### config.mk
export PLATFORM = sky130hd
export DESIGN_NAME = hazard_ctrl_flat
export DESIGN_NICKNAME = d
export VERILOG_FILES = /design/src/rtl/hazard_pkg.sv /design/src/rtl/hazard_if.sv /design/src/rtl/hazard_fwd_sel.sv /design/src/rtl/hazard_ctrl.sv /design/src/flat_wrapper.sv
export SDC_FILE = /design/constraint.sdc
export NUM_CORES = 1
export LEC_CHECK = 0
export ABC_AREA = 0
export ABC_CLOCK_PERIOD_IN_PS = 6000
export CAP_MARGIN = 20
export CORE_UTILIZATION = 48
export DETAILED_ROUTE_END_ITERATION = 12
export PLACE_DENSITY = 0.84
export SYNTH_ARGS = -nofsm -noshare
export SYNTH_HDL_FRONTEND = slang
export SYNTH_HIERARCHICAL = 1
export SYNTH_SLANG_ARGS = --single-unit
### constraint.sdc
create_clock -name CLK -period 6 [get_ports CLK]
set_input_delay 1.5 -clock CLK [delete_from_list [all_inputs] [get_ports CLK]]
set_output_delay 1.5 -clock CLK [all_outputs]
set_load 0.03 [all_outputs]
### src/rtl/hazard_pkg.sv
// Shared types and constants for the OTTER pipeline hazard controller.
package hazard_pkg;

  typedef enum logic [1:0] {
    RUN      = 2'd0,
    MEM_WAIT = 2'd1,
    ERR      = 2'd2
  } hz_state_t;

  typedef logic [4:0] reg_addr_t;

  localparam logic [1:0] FWD_RF = 2'b00;
  localparam logic [1:0] FWD_W  = 2'b01;
  localparam logic [1:0] FWD_M  = 2'b10;

  // A producer matters only if it writes a register other than x0.
  function automatic logic raw_hit(reg_addr_t rd, logic we, reg_addr_t rs);
    return we && (rd != 5'd0) && (rd == rs);
  endfunction

endpackage

### src/rtl/hazard_if.sv
// Datapath <-> hazard controller bundle: stage register fields in, stall/flush/forward out.
interface hazard_if;
  import hazard_pkg::*;

  reg_addr_t   rs1_addr_D, rs2_addr_D;
  reg_addr_t   rs1_addr_E, rs2_addr_E;
  reg_addr_t   rd_E, rd_M, rd_W;
  logic        regWrite_E, regWrite_M, regWrite_W;
  logic        memRead2_E;
  logic        pc_src_E;
  logic        mem_req_M;
  logic        mem_ready;

  logic        stall_F, stall_D, stall_E, stall_M;
  logic        flush_D, flush_E, flush_W;
  logic [1:0]  fwdA_E, fwdB_E;
  logic        mem_err;
  logic [31:0] stall_cycles;

  modport master (
    output rs1_addr_D, rs2_addr_D, rs1_addr_E, rs2_addr_E,
           rd_E, rd_M, rd_W, regWrite_E, regWrite_M, regWrite_W,
           memRead2_E, pc_src_E, mem_req_M, mem_ready,
    input  stall_F, stall_D, stall_E, stall_M, flush_D, flush_E, flush_W,
           fwdA_E, fwdB_E, mem_err, stall_cycles
  );

  modport slave (
    input  rs1_addr_D, rs2_addr_D, rs1_addr_E, rs2_addr_E,
           rd_E, rd_M, rd_W, regWrite_E, regWrite_M, regWrite_W,
           memRead2_E, pc_src_E, mem_req_M, mem_ready,
    output stall_F, stall_D, stall_E, stall_M, flush_D, flush_E, flush_W,
           fwdA_E, fwdB_E, mem_err, stall_cycles
  );
endinterface

### src/rtl/hazard_fwd_sel.sv
// Two-level priority comparator: producer A (nearer stage) beats producer B.
module hazard_fwd_sel
  import hazard_pkg::*;
(
  input  reg_addr_t  rs,
  input  reg_addr_t  rd_a,
  input  logic       we_a,
  input  reg_addr_t  rd_b,
  input  logic       we_b,
  output logic [1:0] sel
);
  assign sel = raw_hit(rd_a, we_a, rs) ? FWD_M :
               raw_hit(rd_b, we_b, rs) ? FWD_W : FWD_RF;
endmodule

### src/rtl/hazard_ctrl.sv
// OTTER hazard/stall controller with memory-wait FSM and timeout.
// HAZARD_FORWARDING_EN: enable E-stage forwarding; otherwise stall on any D-stage RAW vs E/M.
module hazard_ctrl
  import hazard_pkg::*;
#(
  parameter int MEM_TIMEOUT = 64
) (
  input logic      CLK,
  input logic      RST,
  hazard_if.slave  hif
);
  localparam int WCW_MIN = $clog2(MEM_TIMEOUT) + 1;
  localparam int WCW     = (WCW_MIN > 7) ? WCW_MIN : 7;

  hz_state_t        state;
  logic [WCW-1:0]   wait_cnt;
  logic             mem_err_q;
  logic [31:0]      stall_cnt;

  logic mem_stall, raw_stall;
  logic s_f, s_d, s_e, s_m, f_d, f_e, f_w;

  // One comparator per operand; what it compares depends on the build.
  reg_addr_t [1:0]       cmp_rs;
  logic      [1:0][1:0]  cmp_sel;
  reg_addr_t             rd_a, rd_b;
  logic                  we_a, we_b;

  for (genvar g = 0; g < 2; g++) begin : g_cmp
    hazard_fwd_sel u_sel (
      .rs   (cmp_rs[g]),
      .rd_a (rd_a),
      .we_a (we_a),
      .rd_b (rd_b),
      .we_b (we_b),
      .sel  (cmp_sel[g])
    );
  end

`ifdef HAZARD_FORWARDING_EN
  assign cmp_rs     = {hif.rs2_addr_E, hif.rs1_addr_E};
  assign rd_a       = hif.rd_M;
  assign we_a       = hif.regWrite_M;
  assign rd_b       = hif.rd_W;
  assign we_b       = hif.regWrite_W;
  assign hif.fwdA_E = cmp_sel[0];
  assign hif.fwdB_E = cmp_sel[1];
  assign raw_stall  = hif.memRead2_E &&
                      (raw_hit(hif.rd_E, hif.regWrite_E, hif.rs1_addr_D) ||
                       raw_hit(hif.rd_E, hif.regWrite_E, hif.rs2_addr_D));
`else
  // Without bypass paths, D-stage sources are checked against E and M; W is write-first.
  assign cmp_rs     = {hif.rs2_addr_D, hif.rs1_addr_D};
  assign rd_a       = hif.rd_E;
  assign we_a       = hif.regWrite_E;
  assign rd_b       = hif.rd_M;
  assign we_b       = hif.regWrite_M;
  assign hif.fwdA_E = FWD_RF;
  assign hif.fwdB_E = FWD_RF;
  assign raw_stall  = |cmp_sel;
  logic unused_fwd;
  assign unused_fwd = ^{hif.rs1_addr_E, hif.rs2_addr_E, hif.rd_W,
                        hif.regWrite_W, hif.memRead2_E};
`endif

  assign mem_stall = ((state == RUN) && hif.mem_req_M && !hif.mem_ready) ||
                     ((state == MEM_WAIT) && !hif.mem_ready) ||
                     (state == ERR);

  always_comb begin
    {s_f, s_d, s_e, s_m, f_d, f_e, f_w} = 7'b0;
    if (RST) begin
      {f_d, f_e, f_w} = 3'b111;
    end else if (mem_stall) begin
      {s_f, s_d, s_e, s_m, f_w} = 5'b11111;
    end else if (hif.pc_src_E) begin
      {f_d, f_e} = 2'b11;
    end else if (raw_stall) begin
      {s_f, s_d, f_e} = 3'b111;
    end
  end

  assign {hif.stall_F, hif.stall_D, hif.stall_E, hif.stall_M} = {s_f, s_d, s_e, s_m};
  assign {hif.flush_D, hif.flush_E, hif.flush_W}              = {f_d, f_e, f_w};
  assign hif.mem_err      = mem_err_q;
  assign hif.stall_cycles = stall_cnt;

  always_ff @(posedge CLK or posedge RST) begin
    if (RST) begin
      state     <= RUN;
      wait_cnt  <= '0;
      mem_err_q <= 1'b0;
    end else begin
      case (state)
        RUN: if (hif.mem_req_M && !hif.mem_ready) begin
          state    <= MEM_WAIT;
          wait_cnt <= '0;
        end
        MEM_WAIT: begin
          if (hif.mem_ready) begin
            state <= RUN;
          end else if (wait_cnt == WCW'(MEM_TIMEOUT - 1)) begin
            state     <= ERR;
            mem_err_q <= 1'b1;
          end else begin
            wait_cnt <= wait_cnt + 1'b1;
          end
        end
        ERR:     ;
        default: state <= RUN;
      endcase
    end
  end

  always_ff @(posedge CLK or posedge RST) begin
    if (RST)                             stall_cnt <= '0;
    else if (s_f && (stall_cnt != '1))   stall_cnt <= stall_cnt + 1'b1;
  end

endmodule

### src/flat_wrapper.sv
// flat-port wrapper written by rule: the top's interface ports become plain ports
module hazard_ctrl_flat import hazard_pkg::*;
#(
  parameter int MEM_TIMEOUT = 64
)
  (CLK, RST, hif_rs1_addr_D, hif_rs2_addr_D, hif_rs1_addr_E, hif_rs2_addr_E, hif_rd_E, hif_rd_M, hif_rd_W, hif_regWrite_E, hif_regWrite_M, hif_regWrite_W, hif_memRead2_E, hif_pc_src_E, hif_mem_req_M, hif_mem_ready, hif_stall_F, hif_stall_D, hif_stall_E, hif_stall_M, hif_flush_D, hif_flush_E, hif_flush_W, hif_fwdA_E, hif_fwdB_E, hif_mem_err, hif_stall_cycles);
  hazard_if hif_i ();
  input logic CLK;
  input logic RST;
  input wire logic [$bits(hif_i.rs1_addr_D)-1:0] hif_rs1_addr_D;
  input wire logic [$bits(hif_i.rs2_addr_D)-1:0] hif_rs2_addr_D;
  input wire logic [$bits(hif_i.rs1_addr_E)-1:0] hif_rs1_addr_E;
  input wire logic [$bits(hif_i.rs2_addr_E)-1:0] hif_rs2_addr_E;
  input wire logic [$bits(hif_i.rd_E)-1:0] hif_rd_E;
  input wire logic [$bits(hif_i.rd_M)-1:0] hif_rd_M;
  input wire logic [$bits(hif_i.rd_W)-1:0] hif_rd_W;
  input wire logic [$bits(hif_i.regWrite_E)-1:0] hif_regWrite_E;
  input wire logic [$bits(hif_i.regWrite_M)-1:0] hif_regWrite_M;
  input wire logic [$bits(hif_i.regWrite_W)-1:0] hif_regWrite_W;
  input wire logic [$bits(hif_i.memRead2_E)-1:0] hif_memRead2_E;
  input wire logic [$bits(hif_i.pc_src_E)-1:0] hif_pc_src_E;
  input wire logic [$bits(hif_i.mem_req_M)-1:0] hif_mem_req_M;
  input wire logic [$bits(hif_i.mem_ready)-1:0] hif_mem_ready;
  output wire logic [$bits(hif_i.stall_F)-1:0] hif_stall_F;
  output wire logic [$bits(hif_i.stall_D)-1:0] hif_stall_D;
  output wire logic [$bits(hif_i.stall_E)-1:0] hif_stall_E;
  output wire logic [$bits(hif_i.stall_M)-1:0] hif_stall_M;
  output wire logic [$bits(hif_i.flush_D)-1:0] hif_flush_D;
  output wire logic [$bits(hif_i.flush_E)-1:0] hif_flush_E;
  output wire logic [$bits(hif_i.flush_W)-1:0] hif_flush_W;
  output wire logic [$bits(hif_i.fwdA_E)-1:0] hif_fwdA_E;
  output wire logic [$bits(hif_i.fwdB_E)-1:0] hif_fwdB_E;
  output wire logic [$bits(hif_i.mem_err)-1:0] hif_mem_err;
  output wire logic [$bits(hif_i.stall_cycles)-1:0] hif_stall_cycles;
  assign hif_i.rs1_addr_D = hif_rs1_addr_D;
  assign hif_i.rs2_addr_D = hif_rs2_addr_D;
  assign hif_i.rs1_addr_E = hif_rs1_addr_E;
  assign hif_i.rs2_addr_E = hif_rs2_addr_E;
  assign hif_i.rd_E = hif_rd_E;
  assign hif_i.rd_M = hif_rd_M;
  assign hif_i.rd_W = hif_rd_W;
  assign hif_i.regWrite_E = hif_regWrite_E;
  assign hif_i.regWrite_M = hif_regWrite_M;
  assign hif_i.regWrite_W = hif_regWrite_W;
  assign hif_i.memRead2_E = hif_memRead2_E;
  assign hif_i.pc_src_E = hif_pc_src_E;
  assign hif_i.mem_req_M = hif_mem_req_M;
  assign hif_i.mem_ready = hif_mem_ready;
  assign hif_stall_F = hif_i.stall_F;
  assign hif_stall_D = hif_i.stall_D;
  assign hif_stall_E = hif_i.stall_E;
  assign hif_stall_M = hif_i.stall_M;
  assign hif_flush_D = hif_i.flush_D;
  assign hif_flush_E = hif_i.flush_E;
  assign hif_flush_W = hif_i.flush_W;
  assign hif_fwdA_E = hif_i.fwdA_E;
  assign hif_fwdB_E = hif_i.fwdB_E;
  assign hif_mem_err = hif_i.mem_err;
  assign hif_stall_cycles = hif_i.stall_cycles;
  hazard_ctrl #(.MEM_TIMEOUT(MEM_TIMEOUT)) u_core (.CLK(CLK), .RST(RST), .hif(hif_i));
endmodule
==> flow_metrics.env <==
export IMPL_status="finished, final reports clean"
export IMPL_rsz0062_at_grt="false"
export IMPL_grt_pass1_wl_um=9190
export IMPL_post_route_period_util_pct=92.9
export IMPL_hold_violations=0
export IMPL_fin_cells=387
export IMPL_synth_async_reset_ratio_pct=100
export IMPL_drc=0
export IMPL_synthMuxAreaShare_pct=1.34
export IMPL_synth_simple_gate_area_share_pct=26.5
export IMPL_avgSynthCellArea_sq_um=9.78
export IMPL_clk_path_buf_depth=2
export IMPL_postCtsSetupBuffers=0
export IMPL_die_h_um=73.2
export IMPL_routedWlPerCell_um=14.5
export IMPL_area_delta_synth_final_pct=32.6
export IMPL_synth_common_cells="42 x dfrtp_1, 25 x nor2_1, 24 x xnor2_1"
export IMPL_ys_seq_area_share_pct=43.2
export IMPL_detail_route_antenna_nets=0
export IMPL_synthTopCellsByArea="dfrtp_1 43%, xnor2_1 8.6%, xor2_1 7.6%, nand3_1 4.3%, nor2_1 3.9%"
export IMPL_switching_share_pct=32.7
export IMPL_wirelength_um=5630
export IMPL_synth_top_area_share_pct=43.2
export IMPL_drt_vias_per_instance=5.33
export IMPL_path_class="in -> out"
export IMPL_synth_edf_count=0
export IMPL_postCtsHoldBufs=0
export IMPL_critPathSlowestCell="clkdlybuf4s50_1"
export IMPL_start_util_pct=50.5
export IMPL_intPower_mw=0.474
export IMPL_synth_top_family_by_area="simple AND/OR/NAND/NOR gates"
export IMPL_die_area_sq_um=5360
export IMPL_crit_arrival_ns=4.08
export IMPL_fin_crit_ns=5.58
export IMPL_power_frac_seq_pct=47.5
export IMPL_max_cap_violations=0
export IMPL_dp_cells=380
export IMPL_fp_dieW_um=73.2
export IMPL_grt_max_degree=43
export IMPL_syn_inst=249
export IMPL_cp_max_fo=4
export IMPL_numPortBuffers=66
export IMPL_yosysMostFrequentCell="dfrtp_1"
export IMPL_numCtsBuffers=5
export IMPL_slew_headroom_pct=52.1
export IMPL_grt_pass1_vias=1989
export IMPL_clk_latency_ns=0.29
export IMPL_peakVddDrop_v=0.000273
export IMPL_ys_ff_latch=42
export IMPL_clock_fmax_mhz=179
export IMPL_cts_tree="done"
export IMPL_antenna_found_initial=0
export IMPL_end_kind="primary output"
export IMPL_synth_ff_type="dfrtp_1"
export IMPL_grt_total_usage_pct=22.6
export IMPL_cts_clk_slew_worst_paths_ns=0.07
export IMPL_grt_overflow_total=0
export IMPL_clock_sinks=42
export IMPL_synth_xor_area_share_pct=16.2
export IMPL_antennaDiodeCount=0
export IMPL_drtIter0Drc=138
export IMPL_synth_distinct_cells=41
export IMPL_clock_skew_ns=0.00493
export IMPL_synth_compound_area_share_pct=7.91
export IMPL_drive_gt1_share_pct=8.44
export IMPL_setup_viol=0
export IMPL_tns_ns=0
export IMPL_power_frac_comb_pct=28.4
export IMPL_hp_class="reg -> reg"
export IMPL_tightest_slew_ns=0.713
export IMPL_hpwl_um=4280
export IMPL_syn_area_sq_um=2430
export IMPL_root_buffer="clkbuf_8"
export IMPL_first_pass_iters=4
export IMPL_worst_setup_path_start_kind="input port"
export IMPL_p_switching_mw=0.230
export IMPL_cts_resized=0
export IMPL_yosys_warnings=6
export IMPL_nNetsFinal=366
export IMPL_worstPathCellList="clkdlybuf4s50_1 -> o41ai_2 -> a211oi_2 -> nor3_2 -> nor4_1 -> nand2b_1 -> o21ai_1 -> clkdlybuf4s50_1"
export IMPL_slowest_delay_ns=0.77
export IMPL_yosysTopAreaCell="dfrtp_1"
export IMPL_power_density_nw_per_um2=218
export IMPL_slew_viol_final=0
export IMPL_coreArea_sq_um=4820
export IMPL_via_count=2063
export IMPL_io_pins=88
export IMPL_clockPowerShare_pct=24.1
export IMPL_h_tree_depth=2
export IMPL_routabilityCongestion=0.800
export IMPL_yosys_area_share_adder_pct=1.03
export IMPL_crit_required_ns=4.50
export IMPL_critPathMostFrequentCell="clkdlybuf4s50_1"
export IMPL_p_leak_nw=1.41
export IMPL_rows=25
layout by cell type (no fill, tap or decap), drive strengths merged, types with 2 or more instances in the layout:
cell type / Yosys / layout
ha: 2 / 2
clkbuf: 0 / 7
o41ai: 3 / 3
nor4: 8 / 8
nand4b: 2 / 2
and3: 6 / 6
buf: 7 / 2
clkdlybuf4s50: 0 / 66
inv: 10 / 10
nor2b: 2 / 2
xnor2: 24 / 24
a211oi: 2 / 2
mux2: 2 / 2
nand3: 22 / 22
o21ai: 9 / 9
nor2: 25 / 25
xor2: 21 / 21
a21oi: 4 / 4
dfrtp: 42 / 42
conb: 1 / 4
nand2: 22 / 22
nand4: 7 / 7
nand2b: 4 / 4
nor3: 15 / 15
area by class of cell:
class / instances / area [sq um]
sequential: 42 / 1050
inverter: 10 / 37.5
timing repair buffer: 68 / 676
clock buffer: 7 / 76.3
tap: 67 / 83.8
fill: 399 / 1590
multi-input combinational: 193 / 1310
per-layer routing:
metal  global-route usage, %  part of all wire [%]  up-vias
li1                        -                     -     1003
met1                    30.1                    44      990
met2                    36.6                    50       64
met3                    5.25                   4.9        6
met4                    6.54                  0.91        0
met5                       0                     0        -
kinds of logic (layout without fill, tap and decap cells):
kind of cell	count (synthesis)	count (layout)
simple gates	114	114
mux	3	3
xor+xnor	45	45
compound gates	25	25
flops	42	42
fa+ha+maj	2	2
other cells	1	4
buf+inv	17	85
critical path, delay by kind of cell:
family | cells | cell delay [ns]
buffers and inverters | 2 | 1.29
AOI/OAI and AO/OA | 3 | 0.86
and+or+nand+nor | 3 | 0.43
power groups by stage:
stage / clock (mW) / sequential [mW] / combinational [mW]
final: 0.170 / 0.334 / 0.200
after global routing: 0.188 / 0.339 / 0.213
after global placement: 0 / 0.338 / 0.193
after CTS: 0.176 / 0.335 / 0.200
after detailed placement: 0 / 0.339 / 0.199
after floorplan: 0 / 0.373 / 0.0774
per-stage QoR:
stage	instance area [sq um]	hold WS, ns	utilization (%)	setup WS [ns]	power, mW
detailed placement	3150	0.454	65.5	0.413	0.538
global placement	3150	0.455	65.5	0.525	0.531
global route	3230	0.477	67.0	0.236	0.741
CTS	3230	0.471	67.0	0.398	0.710
floorplan	2450	0.460	-	1.63	0.451
finish	3230	0.465	67.0	0.423	0.704
path summary, 6_finish.rpt:
kind	from	end	slack, ns	depth (start not counted)
min	u_core/hif.mem_err	u_core/hif.mem_err	0.46	1
max reg2reg	u_core/hif.stall_cycles[0]	u_core/hif.stall_cycles[1]	3.66	6
max in group asynchronous	RST	u_core/hif.stall_cycles[1]	3.88	3
min in group asynchronous	RST	u_core/hif.mem_err	1.75	3
max	hif_rd_E[0]	hif_stall_F	0.42	8
min reg2reg	u_core/hif.mem_err	u_core/hif.mem_err	0.46	1
registers in the layout, summed over array words and instances, names as in the netlist:
signal and count:
u_core/hif.stall_cycles 32, u_core/wait_cnt 7, u_core/state 2, u_core/hif.mem_err 1
No activity file was read; power rests on OpenSTA's default activity.
